[config.mk]
export PLATFORM = sky130hd
export DESIGN_NAME = pipeline_hazard_ctrl_flat
export DESIGN_NICKNAME = d
export VERILOG_FILES = /design/src/rtl/pipeline_hazard_ctrl_if.sv /design/src/rtl/pipeline_hazard_ctrl.sv /design/src/flat_wrapper.sv
export SDC_FILE = /design/constraint.sdc
export NUM_CORES = 1
export LEC_CHECK = 0
export ABC_AREA = 1
export BUFFER_PORTS_ARGS = -buffer_cell sky130_fd_sc_hd__buf_2
export CAP_MARGIN = 10
export CORE_MARGIN = 1
export CORE_UTILIZATION = 59
export DETAILED_ROUTE_END_ITERATION = 16
export PLACE_DENSITY = 0.86
export SLEW_MARGIN = 20
export SYNTH_ARGS = -nofsm -noshare
export SYNTH_HDL_FRONTEND = slang
export SYNTH_SLANG_ARGS = --single-unit
[constraint.sdc]
create_clock -name clk -period 3.4 [get_ports clk]
set_input_delay 0.68 -clock clk [delete_from_list [all_inputs] [get_ports clk]]
set_output_delay 0.68 -clock clk [all_outputs]
set_load 0.01 [all_outputs]
[src/rtl/pipeline_hazard_ctrl_if.sv]
// Bundle between the pipeline datapath and the hazard/stall sequencer.
// The master side is the datapath; the slave side is pipeline_hazard_ctrl.
interface pipeline_hazard_ctrl_if #(parameter int CNT_W = 16);
  logic             forward_en;
  logic [3:0]       id_src1;
  logic             id_use_src1;
  logic [3:0]       id_src2;
  logic             id_two_src;
  logic [3:0]       exe_dest;
  logic             exe_wb_en;
  logic             exe_mem_r_en;
  logic [3:0]       mem_dest;
  logic             mem_wb_en;
  logic             exe_branch_tkn;
  logic             mem_req;
  logic             mem_ready;
  logic             pc_freeze;
  logic             ifid_freeze;
  logic             ifid_flush;
  logic             idex_flush;
  logic             pipe_freeze;
  logic             mem_timeout;
  logic [CNT_W-1:0] stall_cnt;
  logic [CNT_W-1:0] memwait_cnt;

  modport master (
    output forward_en, id_src1, id_use_src1, id_src2, id_two_src,
           exe_dest, exe_wb_en, exe_mem_r_en, mem_dest, mem_wb_en,
           exe_branch_tkn, mem_req, mem_ready,
    input  pc_freeze, ifid_freeze, ifid_flush, idex_flush, pipe_freeze,
           mem_timeout, stall_cnt, memwait_cnt
  );

  modport slave (
    input  forward_en, id_src1, id_use_src1, id_src2, id_two_src,
           exe_dest, exe_wb_en, exe_mem_r_en, mem_dest, mem_wb_en,
           exe_branch_tkn, mem_req, mem_ready,
    output pc_freeze, ifid_freeze, ifid_flush, idex_flush, pipe_freeze,
           mem_timeout, stall_cnt, memwait_cnt
  );
endinterface

[src/rtl/pipeline_hazard_ctrl.sv]
// Stall/flush sequencer for the 5-stage pipeline: RAW hazard detection,
// branch flush, memory-wait freeze, wait timeout and performance counters.
module pipeline_hazard_ctrl #(
  parameter int CNT_W       = 16,
  parameter int MEM_TIMEOUT = 255,
  parameter int TO_W        = 8
) (
  input  logic                  clk,
  input  logic                  rst,
  pipeline_hazard_ctrl_if.slave hz
);
  typedef enum logic {RUN, MEM_WAIT} state_t;

  state_t           state_q, state_d;
  logic [TO_W-1:0]  wait_ctr_q, wait_ctr_d;
  logic             mem_timeout_q, mem_timeout_d;
  logic [CNT_W-1:0] stall_cnt_q, stall_cnt_d;
  logic [CNT_W-1:0] memwait_cnt_q, memwait_cnt_d;

  logic m1_exe, m2_exe, m1_mem, m2_mem;
  logic haz_exe, haz_mem, hazard, mwait;
  logic pc_frz, ifid_frz, ifid_fl, idex_fl, pipe_frz, stall_act;

  always_comb begin
    m1_exe  = hz.id_use_src1 & (hz.id_src1 == hz.exe_dest);
    m2_exe  = hz.id_two_src  & (hz.id_src2 == hz.exe_dest);
    m1_mem  = hz.id_use_src1 & (hz.id_src1 == hz.mem_dest);
    m2_mem  = hz.id_two_src  & (hz.id_src2 == hz.mem_dest);
    // With forwarding only a load in EXE cannot be bypassed in time.
    haz_exe = hz.exe_wb_en & (m1_exe | m2_exe) & (~hz.forward_en | hz.exe_mem_r_en);
    haz_mem = hz.mem_wb_en & (m1_mem | m2_mem) & ~hz.forward_en;
    hazard  = haz_exe | haz_mem;
    mwait   = hz.mem_req & ~hz.mem_ready;
  end

  always_comb begin
    pc_frz    = 1'b0;
    ifid_frz  = 1'b0;
    ifid_fl   = 1'b0;
    idex_fl   = 1'b0;
    pipe_frz  = 1'b0;
    stall_act = 1'b0;
    if (!rst) begin
      if (mwait) begin
        // EXE is held, so a pending branch re-presents after release.
        pipe_frz = 1'b1;
        pc_frz   = 1'b1;
        ifid_frz = 1'b1;
      end else if (hz.exe_branch_tkn) begin
        ifid_fl = 1'b1;
        idex_fl = 1'b1;
      end else if (hazard) begin
        pc_frz    = 1'b1;
        ifid_frz  = 1'b1;
        idex_fl   = 1'b1;
        stall_act = 1'b1;
      end
    end
  end

  always_comb begin
    state_d       = state_q;
    wait_ctr_d    = wait_ctr_q;
    mem_timeout_d = mem_timeout_q;
    stall_cnt_d   = stall_cnt_q;
    memwait_cnt_d = memwait_cnt_q;
    case (state_q)
      RUN: begin
        if (mwait) begin
          state_d    = MEM_WAIT;
          wait_ctr_d = TO_W'(1);
        end
      end
      MEM_WAIT: begin
        if (wait_ctr_q == TO_W'(MEM_TIMEOUT)) mem_timeout_d = 1'b1;
        if (!mwait) begin
          state_d    = RUN;
          wait_ctr_d = '0;
        end else if (wait_ctr_q != '1) begin
          wait_ctr_d = wait_ctr_q + TO_W'(1);
        end
      end
      default: state_d = RUN;
    endcase
    if (stall_act && stall_cnt_q != '1)  stall_cnt_d   = stall_cnt_q + CNT_W'(1);
    if (pipe_frz && memwait_cnt_q != '1) memwait_cnt_d = memwait_cnt_q + CNT_W'(1);
  end

  always_ff @(posedge clk) begin
    if (rst) begin
      state_q       <= RUN;
      wait_ctr_q    <= '0;
      mem_timeout_q <= 1'b0;
      stall_cnt_q   <= '0;
      memwait_cnt_q <= '0;
    end else begin
      state_q       <= state_d;
      wait_ctr_q    <= wait_ctr_d;
      mem_timeout_q <= mem_timeout_d;
      stall_cnt_q   <= stall_cnt_d;
      memwait_cnt_q <= memwait_cnt_d;
    end
  end

  // Registered outputs are also forced low during the reset cycle itself.
  assign hz.pc_freeze   = pc_frz;
  assign hz.ifid_freeze = ifid_frz;
  assign hz.ifid_flush  = ifid_fl;
  assign hz.idex_flush  = idex_fl;
  assign hz.pipe_freeze = pipe_frz;
  assign hz.mem_timeout = mem_timeout_q & ~rst;
  assign hz.stall_cnt   = rst ? '0 : stall_cnt_q;
  assign hz.memwait_cnt = rst ? '0 : memwait_cnt_q;
endmodule
[src/flat_wrapper.sv]
// flat-port wrapper written by rule: the top's interface ports become plain ports
module pipeline_hazard_ctrl_flat 
#(
  parameter int CNT_W       = 16,
  parameter int MEM_TIMEOUT = 255,
  parameter int TO_W        = 8
)
  (clk, rst, hz_forward_en, hz_id_src1, hz_id_use_src1, hz_id_src2, hz_id_two_src, hz_exe_dest, hz_exe_wb_en, hz_exe_mem_r_en, hz_mem_dest, hz_mem_wb_en, hz_exe_branch_tkn, hz_mem_req, hz_mem_ready, hz_pc_freeze, hz_ifid_freeze, hz_ifid_flush, hz_idex_flush, hz_pipe_freeze, hz_mem_timeout, hz_stall_cnt, hz_memwait_cnt);
  pipeline_hazard_ctrl_if #(.CNT_W(CNT_W)) hz_i ();
  input  logic clk;
  input  logic rst;
  input wire logic [$bits(hz_i.forward_en)-1:0] hz_forward_en;
  input wire logic [$bits(hz_i.id_src1)-1:0] hz_id_src1;
  input wire logic [$bits(hz_i.id_use_src1)-1:0] hz_id_use_src1;
  input wire logic [$bits(hz_i.id_src2)-1:0] hz_id_src2;
  input wire logic [$bits(hz_i.id_two_src)-1:0] hz_id_two_src;
  input wire logic [$bits(hz_i.exe_dest)-1:0] hz_exe_dest;
  input wire logic [$bits(hz_i.exe_wb_en)-1:0] hz_exe_wb_en;
  input wire logic [$bits(hz_i.exe_mem_r_en)-1:0] hz_exe_mem_r_en;
  input wire logic [$bits(hz_i.mem_dest)-1:0] hz_mem_dest;
  input wire logic [$bits(hz_i.mem_wb_en)-1:0] hz_mem_wb_en;
  input wire logic [$bits(hz_i.exe_branch_tkn)-1:0] hz_exe_branch_tkn;
  input wire logic [$bits(hz_i.mem_req)-1:0] hz_mem_req;
  input wire logic [$bits(hz_i.mem_ready)-1:0] hz_mem_ready;
  output wire logic [$bits(hz_i.pc_freeze)-1:0] hz_pc_freeze;
  output wire logic [$bits(hz_i.ifid_freeze)-1:0] hz_ifid_freeze;
  output wire logic [$bits(hz_i.ifid_flush)-1:0] hz_ifid_flush;
  output wire logic [$bits(hz_i.idex_flush)-1:0] hz_idex_flush;
  output wire logic [$bits(hz_i.pipe_freeze)-1:0] hz_pipe_freeze;
  output wire logic [$bits(hz_i.mem_timeout)-1:0] hz_mem_timeout;
  output wire logic [$bits(hz_i.stall_cnt)-1:0] hz_stall_cnt;
  output wire logic [$bits(hz_i.memwait_cnt)-1:0] hz_memwait_cnt;
  assign hz_i.forward_en = hz_forward_en;
  assign hz_i.id_src1 = hz_id_src1;
  assign hz_i.id_use_src1 = hz_id_use_src1;
  assign hz_i.id_src2 = hz_id_src2;
  assign hz_i.id_two_src = hz_id_two_src;
  assign hz_i.exe_dest = hz_exe_dest;
  assign hz_i.exe_wb_en = hz_exe_wb_en;
  assign hz_i.exe_mem_r_en = hz_exe_mem_r_en;
  assign hz_i.mem_dest = hz_mem_dest;
  assign hz_i.mem_wb_en = hz_mem_wb_en;
  assign hz_i.exe_branch_tkn = hz_exe_branch_tkn;
  assign hz_i.mem_req = hz_mem_req;
  assign hz_i.mem_ready = hz_mem_ready;
  assign hz_pc_freeze = hz_i.pc_freeze;
  assign hz_ifid_freeze = hz_i.ifid_freeze;
  assign hz_ifid_flush = hz_i.ifid_flush;
  assign hz_idex_flush = hz_i.idex_flush;
  assign hz_pipe_freeze = hz_i.pipe_freeze;
  assign hz_mem_timeout = hz_i.mem_timeout;
  assign hz_stall_cnt = hz_i.stall_cnt;
  assign hz_memwait_cnt = hz_i.memwait_cnt;
  pipeline_hazard_ctrl #(.CNT_W(CNT_W), .MEM_TIMEOUT(MEM_TIMEOUT), .TO_W(TO_W)) u_core (.clk(clk), .rst(rst), .hz(hz_i));
endmodule
==> out/results.ini <==
[status]
status = complete, no violations

[timing]
finClkSkew_ps = 10.9
worst_pin_slew_ps = 521
rsz0062_at_grt = no
setup_viol = 0
timing.slew.headroom = 0.652
fin_crit_ps = 2500
whs_ps = 466
hold_viol = 0
period_share = 0.735
fmax_mhz = 400
tns_ps = 0
maxSlewViolCount = 0

[power]
ir_drop_mv = 0.173
p_per_area_nw_per_um2 = 310
p_leak_nw = 1.60

[yosys]
synth_area_per_cell_um2 = 5.99
synth_nets = 509
yosys_warnings = 0
postSynthCellCount = 479
synth-seq-cells = 42
ys_seq_area_frac = 0.293
synth_area_um2 = 2870
ys_types = 35

[global_route]
grt_max_degree = 40
grt_pass1_wl_mm = 11.3
grt-ovfl-total = 0
grt_pass1_vias = 2777
grt_usage = 0.270
grt_antenna_before_repair = 0

[layout]
diodes = 0
fin_area_um2 = 3320
area.growth.synth_to_final_pct = 15.6
layout-drive-gt1-share = 0.181
final_nets = 571
final_core_util = 0.707

[floorplan]
die_w_um = 71.7
core-area_um2 = 4690
die_h_um = 71.7
die-area_um2 = 5150
rows = 25
pin_count = 65
start_util = 0.611

[clock_tree]
cts_root_buf = clkbuf_8
post_cts_resized = 0
clock_latency_ps = 310
post_cts_buffers = 0
cts_sinks = 42
postCtsHoldBufs = 0
cts_buffer_depth = 2
htree_levels = 2
cts_buffers = 5
cts_tree = done
path_clk_slew_ps = 80

[worst_setup_path]
critPathCaptureType = primary output
crit_required_ps = 2720
cp-start-kind = input port
crit_chain = buf_2 -> inv_1 -> nand2_1 -> nand2_1 -> nor2_1 -> nand3_1 -> nand2_1 -> nand2_2 -> nand2_4 -> nand2_1 -> o21ai_0 -> buf_2
path_class = in2out
crit_arrival_ps = 1820
cp_max_fo = 16
slowest_delay_ps = 170
cp_common_cell = nand2_1
path_buf_inv = 3
worst_path_dominant_cell_family = simple AND/OR/NAND/NOR gates
critPathSlowestCell = nand2_4

[detailed_routing]
ant_nets = 0
first_pass_iters = 4
num_vias = 3142
route.detailed.drc = 0
wire_per_inst_um = 11.1
drtIter0Drc = 170
wl_mm = 6.62
via_per_inst = 5.27

[placement]
hpwl_mm = 4.85
portBuffers = 64
dpl-instance-area_um2 = 3200
place.gp.congestion = 0.885

[hold_path]
holdCritPathClass = reg2reg

[flow_run]
max_cap_viol_count = 0

synthesized netlist by cell type:
cell,n,area (um^2)
a21boi_0,1,7.51
a21oi_1,22,110
a21oi_2,1,8.76
a31oi_1,3,18.8
and3_1,2,12.5
buf_2,1,5.00
buf_4,2,15.0
buf_6,1,11.3
buf_8,1,15.0
clkbuf_1,6,22.5
dfxtp_1,42,841
ha_1,3,37.5
inv_1,89,334
inv_2,1,3.75
inv_4,1,6.26
nand2_1,102,383
nand2_2,6,37.5
nand2_4,2,22.5
nand3_1,18,90.1
nand3b_1,1,7.51
nand4_1,20,125
nand4_2,2,25.0
nor2_1,97,364
nor2_2,5,31.3
nor2_4,4,45.0
nor3_1,10,50.1
nor3_2,1,10.0
nor4_1,1,6.26
o21a_1,2,15.0
o21ai_0,14,70.1
o21ai_1,1,5.00
o21bai_1,12,90.1
o31ai_1,1,7.51
or2_4,1,8.76
xnor2_1,3,26.3
worst register-to-register path: cells and delay by family, from the launching register on:
| kind | cells | cell delay, ps |
|---|---|---|
| and+or+nand+nor | 8 | 850 |
| AOI/OAI and AO/OA | 1 | 130 |
| DFF | 1 | 400 |
| buffers and inverters | 2 | 220 |
| adders and majority gates | 1 | 190 |
cell families after synthesis:
family | share of synthesized area
adder cells (fa/ha/maj) | 0.0131
flip-flops | 0.293
AO/OA/AOI/OAI | 0.116
buffers and inverters | 0.144
XOR/XNOR | 0.00916
AND/OR/NAND/NOR | 0.425
layer usage:
layer / routed length, um / track usage / part of all wire
met2: 3200 / 0.496 / 0.48
met5: 0 / 0 / 0
met3: 319 / 0.0563 / 0.048
met4: 146 / 0.105 / 0.022
met1: 2950 / 0.304 / 0.45
placed cells by master (no fill, tap or decap), types with 2 or more instances in the layout:
cell type / n
nand2_1: 102
nor2_1: 97
inv_1: 89
buf_2: 64
dfxtp_1: 42
a21oi_1: 22
nand4_1: 20
nand3_1: 18
o21ai_0: 14
o21bai_1: 12
nor3_1: 10
nand2_2: 6
nor2_2: 5
clkbuf_8: 5
nor2_4: 4
xnor2_1: 3
a31oi_1: 3
ha_1: 3
nand2_4: 2
o21a_1: 2
and3_1: 2
nand4_2: 2
buf_4: 2
area by class of cell:
cell class	instances	area, um^2
Clock buffer	5	68.8
Clock inverter	3	43.8
Fill cell	423	1380
Inverter	91	344
Multi-Input combinational cell	335	1620
Timing Repair Buffer	66	335
Sequential cell	42	841
Tap cell	54	67.6
metrics by stage:
step	cells	worst slack, ps	total power, mW
global route	596	703	1.07
CTS	596	910	1.03
detailed placement	588	913	0.625
finish	596	903	1.03
global placement	588	967	0.621
floorplan	479	989	0.588
worst paths after layout:
| kind | start | to | slack (ps) | depth (start not counted) |
|---|---|---|---|---|
| min | u_core.mem_timeout_q | u_core.mem_timeout_q | 470 | 2 |
| max reg2reg | u_core.memwait_cnt_q[0] | u_core.memwait_cnt_q[14] | 1520 | 12 |
| max | hz_exe_dest[1] | hz_pc_freeze | 900 | 12 |
| min reg2reg | u_core.mem_timeout_q | u_core.mem_timeout_q | 470 | 2 |
registers in the layout, summed over array words and instances, names as in the netlist:
signal / count
u_core.state_q: 1
u_core.memwait_cnt_q: 16
u_core.wait_ctr_q: 8
u_core.stall_cnt_q: 16
u_core.mem_timeout_q: 1
power breakdown:
group / internal [mW] / switching (mW) / total [mW]
clock network: 0.220 / 0.192 / 0.413
registers: 0.495 / 0.00383 / 0.499
logic: 0.0419 / 0.0738 / 0.116
total: 0.757 / 0.270 / 1.03
Power figures use the tool's default switching activity.
